## src/rtl/fifo_pkg.sv

```systemverilog
// rtl/fifo_pkg.sv - shared constants and credit helper for sync_fifo read-side logic
package fifo_pkg;

  // Cycles from rd_en to data on the FIFO's rdata port
  localparam int FIFO_RD_LAT = 1;

  // Entries in the output skid buffer that hides the read latency
  localparam int SKID_DEPTH = 2;

  // Widths derived from the buffer depth
  localparam int SKID_PTR_W = $clog2(SKID_DEPTH);
  localparam int SKID_CNT_W = $clog2(SKID_DEPTH + 1);

  // True when a new read can be issued without overflowing the buffer:
  // words already held plus the word in flight, minus the one leaving now.
  function automatic logic credit_ok(
    input logic [SKID_CNT_W-1:0] cnt,
    input logic                  inflight,
    input logic                  pop
  );
    logic [SKID_CNT_W:0] committed;
    committed = {1'b0, cnt} + (SKID_CNT_W + 1)'(inflight) - (SKID_CNT_W + 1)'(pop);
    return committed < (SKID_CNT_W + 1)'(SKID_DEPTH);
  endfunction

endpackage

```

## src/rtl/stream_skid_buf.sv

```systemverilog
// rtl/stream_skid_buf.sv - small register FIFO presenting a registered valid/data head
module stream_skid_buf
  import fifo_pkg::*;
#(
  parameter int WIDTH = 32
) (
  input  logic                  clk,
  input  logic                  rst,
  input  logic                  clr,
  input  logic                  push,
  input  logic [WIDTH-1:0]      push_data,
  input  logic                  pop,
  output logic                  valid,
  output logic [WIDTH-1:0]      head,
  output logic [SKID_CNT_W-1:0] cnt
);

  logic [WIDTH-1:0]      mem [SKID_DEPTH];
  logic [SKID_PTR_W-1:0] wr_ptr;
  logic [SKID_PTR_W-1:0] rd_ptr;
  logic [SKID_CNT_W-1:0] cnt_q;
  logic [SKID_CNT_W-1:0] cnt_next;
  logic                  valid_q;

  // Occupancy after this cycle's push/pop; a simultaneous pair cancels out
  always_comb begin
    cnt_next = cnt_q + SKID_CNT_W'(push) - SKID_CNT_W'(pop);
  end

  // Storage, pointers, count and the registered valid flag
  always_ff @(posedge clk or negedge rst) begin
    if (!rst) begin
      wr_ptr  <= '0;
      rd_ptr  <= '0;
      cnt_q   <= '0;
      valid_q <= 1'b0;
      for (int i = 0; i < SKID_DEPTH; i++) begin
        mem[i] <= '0;
      end
    end else if (clr) begin
      wr_ptr  <= '0;
      rd_ptr  <= '0;
      cnt_q   <= '0;
      valid_q <= 1'b0;
    end else begin
      if (push) begin
        mem[wr_ptr] <= push_data;
        wr_ptr      <= wr_ptr + 1'b1;
      end
      if (pop) begin
        rd_ptr <= rd_ptr + 1'b1;
      end
      cnt_q   <= cnt_next;
      valid_q <= (cnt_next != '0);
    end
  end

  // Head is a register selected by a registered pointer, so no path from push_data
  assign head  = mem[rd_ptr];
  assign valid = valid_q;
  assign cnt   = cnt_q;

endmodule

```

## src/rtl/sync_fifo_stream_rd.sv

```systemverilog
// rtl/sync_fifo_stream_rd.sv - drains a sync FIFO read port into a registered valid/ready stream
module sync_fifo_stream_rd
  import fifo_pkg::*;
#(
  parameter int WIDTH = 32
) (
  input  logic                  clk,
  input  logic                  rst,
  input  logic                  clr,
  input  logic                  fifo_empty,
  input  logic [WIDTH-1:0]      fifo_rdata,
  output logic                  fifo_rd_en,
  output logic                  m_valid,
  input  logic                  m_ready,
  output logic [WIDTH-1:0]      m_data,
  output logic [SKID_CNT_W-1:0] buf_cnt
);

  // One bit per cycle of FIFO read latency; the oldest bit marks data on fifo_rdata
  logic [FIFO_RD_LAT-1:0] inflight;
  logic                   pop;
  logic                   push;

  assign pop  = m_valid & m_ready;
  // A word landing during clr belongs to the flushed stream and is dropped
  assign push = inflight[FIFO_RD_LAT-1] & ~clr;

  // Read only when the buffer is guaranteed room for the returning word
  assign fifo_rd_en = rst & ~fifo_empty & ~clr
                    & credit_ok(buf_cnt, inflight[FIFO_RD_LAT-1], pop);

  // Track the read issued this cycle so its data is captured next cycle
  always_ff @(posedge clk or negedge rst) begin
    if (!rst) begin
      inflight <= '0;
    end else if (clr) begin
      inflight <= '0;
    end else begin
      inflight <= FIFO_RD_LAT'(fifo_rd_en);
    end
  end

  stream_skid_buf #(
    .WIDTH (WIDTH)
  ) u_skid (
    .clk       (clk),
    .rst       (rst),
    .clr       (clr),
    .push      (push),
    .push_data (fifo_rdata),
    .pop       (pop),
    .valid     (m_valid),
    .head      (m_data),
    .cnt       (buf_cnt)
  );

endmodule

```

## config.mk

```make
export PLATFORM = sky130hd
export DESIGN_NAME = sync_fifo_stream_rd
export DESIGN_NICKNAME = d
export VERILOG_FILES = /design/src/rtl/fifo_pkg.sv /design/src/rtl/stream_skid_buf.sv /design/src/rtl/sync_fifo_stream_rd.sv
export SDC_FILE = /design/constraint.sdc
export NUM_CORES = 1
export LEC_CHECK = 0
export ABC_AREA = 1
export CORE_UTILIZATION = 50
export CTS_CLUSTER_SIZE = 28
export DETAILED_ROUTE_END_ITERATION = 8
export PLACE_DENSITY_LB_ADDON = 0.15
export SETUP_SLACK_MARGIN = 0.2
export SLEW_MARGIN = 20
export SYNTH_ARGS = -nofsm -noshare
export SYNTH_HDL_FRONTEND = slang
export SYNTH_HIERARCHICAL = 1
export SYNTH_SLANG_ARGS = --single-unit
```

## constraint.sdc

```tcl
create_clock -name clk -period 2.6 [get_ports clk]
set_input_delay 0.52 -clock clk [delete_from_list [all_inputs] [get_ports clk]]
set_output_delay 0.52 -clock clk [all_outputs]
set_load 0.01 [all_outputs]
```

After elaboration in Yosys (flattened, before gate mapping)
Cells that the tools add are included.
W data, S select, Z words.
{"block": "totals", "elab_cells": 44, "out_inout_bits": 36, "ff_bits": 70}
{"block": "op_classes", "add_sub_neg": 6, "muxes": 13, "n_reduce_logical": 5, "n_bitwise": 9, "order_cmp": 4}
{"operator": "$mux W32", "n": 4}
{"operator": "$bwmux W64", "n": 1}
{"operator": "$demux W32 S1", "n": 1}
{"operator": "$mux W1", "n": 6}
{"operator": "$reduce_bool A2 Y1", "n": 3}
{"operator": "$and A1 B1 Y1", "n": 5}
{"operator": "$ge A2 B2 Y1 const B", "n": 2}
{"operator": "$not A1 Y2", "n": 2}
{"operator": "$add A2 B1 Y3", "n": 1}
{"operator": "$lt A3 B2 Y1 const B", "n": 1}
{"operator": "$sub A3 B1 Y3", "n": 1}
{"operator": "$add A1 B1 Y1 const B", "n": 2}
{"operator": "$add A2 B1 Y2", "n": 1}
{"operator": "$lt A2 B1 Y1 const B", "n": 1}
{"operator": "$mux W2", "n": 1}
{"operator": "$not A1 Y1", "n": 2}
{"operator": "$reduce_and A2 Y1", "n": 1}
{"operator": "$sub A2 B1 Y2", "n": 1}
{"operator": "$logic_and A1 B1 Y1", "n": 1}

Depth between registers and ports, before layout
{"block": "depth", "depth_word": 6, "depth_mapped": 10, "ltp_nobuf": 10}

Modules after synthesis
Netlist, hierarchy kept.
{"module": "stream_skid_buf", "cells_each": 303, "seq_area_each_um2": 1726.7, "area_each_um2": 3133.0, "instances": 1}
{"module": "sync_fifo_stream_rd", "cells_each": 20, "seq_area_each_um2": 25.0, "area_each_um2": 121.4, "instances": 1}

Least setup slack after synthesis
OpenSTA, ideal clock, no wires.
{"block": "synth_timing", "kind": "input -> output", "from": "in m_ready", "to": "out fifo_rd_en", "stages": 10, "setup_slack_ns": 0.338, "path_buffers": 0, "t_arrival_ns": 1.742, "required_time_ns": 2.080, "path_cell_list": "nand2_1 inv_1 ha_1 inv_1 nand2_1 fa_1 nand2_1 inv_1 nand2_1 nor2_1"}
{"block": "synth_via", "elab_chain_len": 4}
{"item": "from (decl)", "line": "sync_fifo_stream_rd.sv:14", "rtl": "input logic m_ready,"}
{"item": "$and A1 B1 Y1", "line": "sync_fifo_stream_rd.sv:24", "rtl": "assign pop = m_valid & m_ready;"}
{"item": "named net pop", "line": "sync_fifo_stream_rd.sv:21", "rtl": "logic pop;"}
{"item": "$sub A3 B1 Y3", "line": "fifo_pkg.sv:22", "rtl": "committed = {1'b0, cnt} + (SKID_CNT_W + 1)'(inflight) - (SKID_CNT_W + 1)'(pop);"}
{"item": "$lt A3 B2 Y1", "line": "fifo_pkg.sv:23", "rtl": "return committed < (SKID_CNT_W + 1)'(SKID_DEPTH);"}
{"item": "$and A1 B1 Y1", "line": "sync_fifo_stream_rd.sv:30", "rtl": "& credit_ok(buf_cnt, inflight[FIFO_RD_LAT-1], pop);"}
{"item": "to (decl)", "line": "sync_fifo_stream_rd.sv:12", "rtl": "output logic fifo_rd_en,"}
The timed path passes the listed nets, and every way through them passes these cells.

Worst setup path in the final report
{"block": "layout_timing", "from": "reg u_skid.valid_q, in the netlist u_skid/valid", "to": "out fifo_rd_en"}
{"block": "layout_via", "elab_chain_len": 4}
{"item": "from (decl)", "line": "stream_skid_buf.sv:23", "rtl": "logic valid_q;"}
{"item": "from (signal assigned)", "line": "stream_skid_buf.sv:54", "rtl": "valid_q <= (cnt_next != '0);"}
{"item": "$and A1 B1 Y1", "line": "sync_fifo_stream_rd.sv:24"}
{"item": "named net pop", "line": "sync_fifo_stream_rd.sv:21"}
{"item": "$sub A3 B1 Y3", "line": "fifo_pkg.sv:22"}
{"item": "$lt A3 B2 Y1", "line": "fifo_pkg.sv:23"}
{"item": "$and A1 B1 Y1", "line": "sync_fifo_stream_rd.sv:30"}
The timed path passes the listed nets, and every way through them passes these cells.

==> results.sh <==
export IMPL_globalRouteTotalUtil=0.190
export IMPL_yosys_area_share_simple=0.108
export IMPL_synth_top_area_share=0.538
export IMPL_cts_buffers=9
export IMPL_irDropWorstVdd_v=0.000513
export IMPL_min_period_ps=2480
export IMPL_instances_no_fill=482
export IMPL_critical_path_startpoint="u_skid/valid$_DFF_PN0_"
export IMPL_rr_worst_depth=12
export IMPL_cts_num_sinks=70
export IMPL_synth_cell_types=20
export IMPL_synth_area_mm2=0.00325
export IMPL_first_pass_iters=4
export IMPL_via_per_inst=4.83
export IMPL_clockBufferDepth=2
export IMPL_synth_compound_area_frac=0.136
export IMPL_synthXorXnorAreaFrac=0
export IMPL_worstPathRequired_ps=2080
export IMPL_place_hpwl_mm=3.89
export IMPL_synth_area_leaders="dfrtp_1, mux2_2, nand2_1"
export IMPL_endpoint_kind="output port"
export IMPL_leakage_nw=2.07
export IMPL_synthAdderAreaFrac=0.0177
export IMPL_setup_viol=0
export IMPL_num_io_pins=73
export IMPL_die_area_mm2=0.00684
export IMPL_cts_tree="built"
export IMPL_drv_slew=0
export IMPL_row_count=29
export IMPL_finClkSkew_ps=8.94
export IMPL_worst_pin_slew_ps=866
export IMPL_cts_root_buf="clkbuf_8"
export IMPL_critPathLaunchType="register"
export IMPL_rr_startpoint="u_skid/valid$_DFF_PN0_"
export IMPL_synth_top_family_by_area="compound AO/OA/AOI/OAI gates"
export IMPL_die_h_um=82.7
export IMPL_grt_max_degree=71
export IMPL_internal_power_mw=2.82
export IMPL_drv_cap=0
export IMPL_drive_above_1_share=0.240
export IMPL_switching_share=0.293
export IMPL_worst_setup_path_type="register to output port"
export IMPL_grt_pass1_wl_mm=9.60
export IMPL_start_util=0.515
export IMPL_path_max_fanout=2
export IMPL_power_density_mw_per_mm2=937
export IMPL_synth_mux_area_frac=0.111
export IMPL_drt_iter0_drc=103
export IMPL_grt_remaining_overflow=0
export IMPL_seq_area_frac_synth=0.538
export IMPL_critPathCapture="fifo_rd_en"
export IMPL_antenna_found_initial=0
export IMPL_routed_wl_mm=5.94
export IMPL_yosysWarnings=6
export IMPL_port_buffers=72
export IMPL_status="finished, final reports clean"
export IMPL_placedCellCount=464
export IMPL_critPathArrivalTime_ps=1960
export IMPL_clk_pin_slew_ps=70
export IMPL_yosys_area_top_type="dfrtp_1"
export IMPL_hold_viol_final=0
export IMPL_fin_setup_tns_ps=0
export IMPL_clock_fmax_mhz=403
export IMPL_area_growth_syn_to_layout_pct=30.7
export IMPL_reg2reg_slack_ps=790
export IMPL_synth_area_per_cell_um2=10.1
export IMPL_first_global_vias=2217
export IMPL_seqPwrFrac=0.385
export IMPL_reg2reg_to="inflight$_DFF_PN0_"
export IMPL_ant_nets=0
export IMPL_htree_levels=3
export IMPL_min_period_over_period=0.955
export IMPL_rsz0062_at_grt="true"
export IMPL_fill_cells=514
export IMPL_drc=0
export IMPL_relSlewSlack=0.423
export IMPL_syn_num_nets=364
export IMPL_final_nets=441
export IMPL_pwr_share_clk=0.220
export IMPL_coreArea_mm2=0.00631
export IMPL_syn_inst=323
export IMPL_insertion_delay_ps=330
export IMPL_final_cell_mix="nand2_1, dfrtp_1, clkdlybuf4s50_1"
export IMPL_final_common_cell="nand2_1"
export IMPL_p_sw_mw=1.17
export IMPL_drt_wirelength_per_cell_um=12.3
export IMPL_p_total_mw=3.98
export IMPL_die_w_um=82.7
export IMPL_gp_congestion=0.700
export IMPL_vias=2327
export IMPL_diodes=0
export IMPL_power_frac_comb=0.395
export IMPL_worstHoldPathType="input port to async pin"
export IMPL_ys_ff_latch=70
==> sequential cells by signal, summed over array words and instances (netlist names) <==
name / count
u_skid/cnt: 2
u_skid/mem: 64
u_skid/valid: 1
inflight: 1
u_skid/wr_ptr: 1
u_skid/rd_ptr: 1
==> logic make-up after synthesis <==
family | Yosys count
simple gates | 89
flops | 70
compound gates | 66
buf+inv | 62
mux | 32
fa+ha+maj | 4
==> cell type report <==
class                           count  area [µm²]  share of cell area
Clock buffer                       13         159              0.0374
Clock inverter                      3        42.5              0.0100
Inverter                           45         169              0.0397
Multi-Input combinational cell    191        1230               0.289
Sequential cell                    70        1750               0.412
Tap cell                           77        96.3              0.0227
Timing Repair Buffer               83         806               0.189
==> stage by stage <==
stage	hold slack [ps]	utilization	setup WS (ps)	area [µm²]
after floorplan	224	-	338	3250
after global placement	459	0.635	-546	4010
after detailed placement	465	0.635	-579	4010
after CTS	435	0.671	54.6	4230
after global routing	490	0.674	-58.3	4250
final	400	0.674	117	4250
==> layer usage <==
| layer | global-route usage | vias to the layer above | part of all wire |
|---|---|---|---|
| li1 | - | 1190 | - |
| met1 | 0.234 | 1086 | 0.46 |
| met2 | 0.314 | 44 | 0.49 |
| met3 | 0.0462 | 7 | 0.041 |
| met4 | 0.0897 | 0 | 0.013 |
| met5 | 0 | - | 0 |
==> how the worst min path moves through the flow <==
| stage | slack [ps] | endpoint | cells past startpoint | from |
|---|---|---|---|---|
| 6_report | 400 | u_skid/valid$_DFF_PN0_ | 2 | rst |
| 5_1_grt | 490 | u_skid/mem[29]$_DFFE_PN0P_ | 2 | rst |
| 4_1_cts | 430 | u_skid/mem[41]$_DFFE_PN0P_ | 2 | rst |
| 3_5_place_dp | 470 | u_skid/mem[59]$_DFFE_PN0P_ | 2 | u_skid/mem[59]$_DFFE_PN0P_ |
| 3_3_place_gp | 460 | u_skid/mem[0]$_DFFE_PN0P_ | 2 | u_skid/mem[0]$_DFFE_PN0P_ |
| 2_1_floorplan | 220 | inflight$_DFF_PN0_ | 0 | rst |
==> cell usage after synthesis <==
cell type and count:
ha_1 3, dfrtp_1 70, inv_1 44, a21oi_1 1, fa_1 1, o21ai_0 30, o21ai_1 5, mux2_2 32
inv_2 1, buf_4 4, clkbuf_1 3, buf_6 5, buf_2 4, o21ai_2 30, nand3b_1 2, nand2_1 79
nand3_2 1, nor2_1 5, clkbuf_2 1, nand3_1 2
==> critical path, cell delays in order, from the launching register on <==
cell     delay (ps)
dfrtp_1         370
nand2_1          80
inv_2            50
ha_4            210
inv_2            50
nand2_2          40
fa_1            470
nand2_1          40
inv_1            50
nand2_2          50
nor2_1           90
buf_2           130
==> repair_timing <==
item | 4_1_cts | 5_1_grt
buffers inserted | 1 | 1
pin swaps | 5 | 5
setup endpoints to repair | 25 | 25
cloned | 0 | 0
hold buffers | 0 | 0
gates resized for setup | 11 | 4
==> power by group through the flow <==
stage	Sequential [mW]	Combinational [mW]	Clock, mW
2_1_floorplan	1.52	0.881	0
3_3_place_gp	1.54	1.55	0
3_5_place_dp	1.55	1.57	0
4_1_cts	1.54	1.59	0.901
5_1_grt	1.58	1.73	0.948
6_report	1.53	1.58	0.875
(Power assumes the default switching activity.)
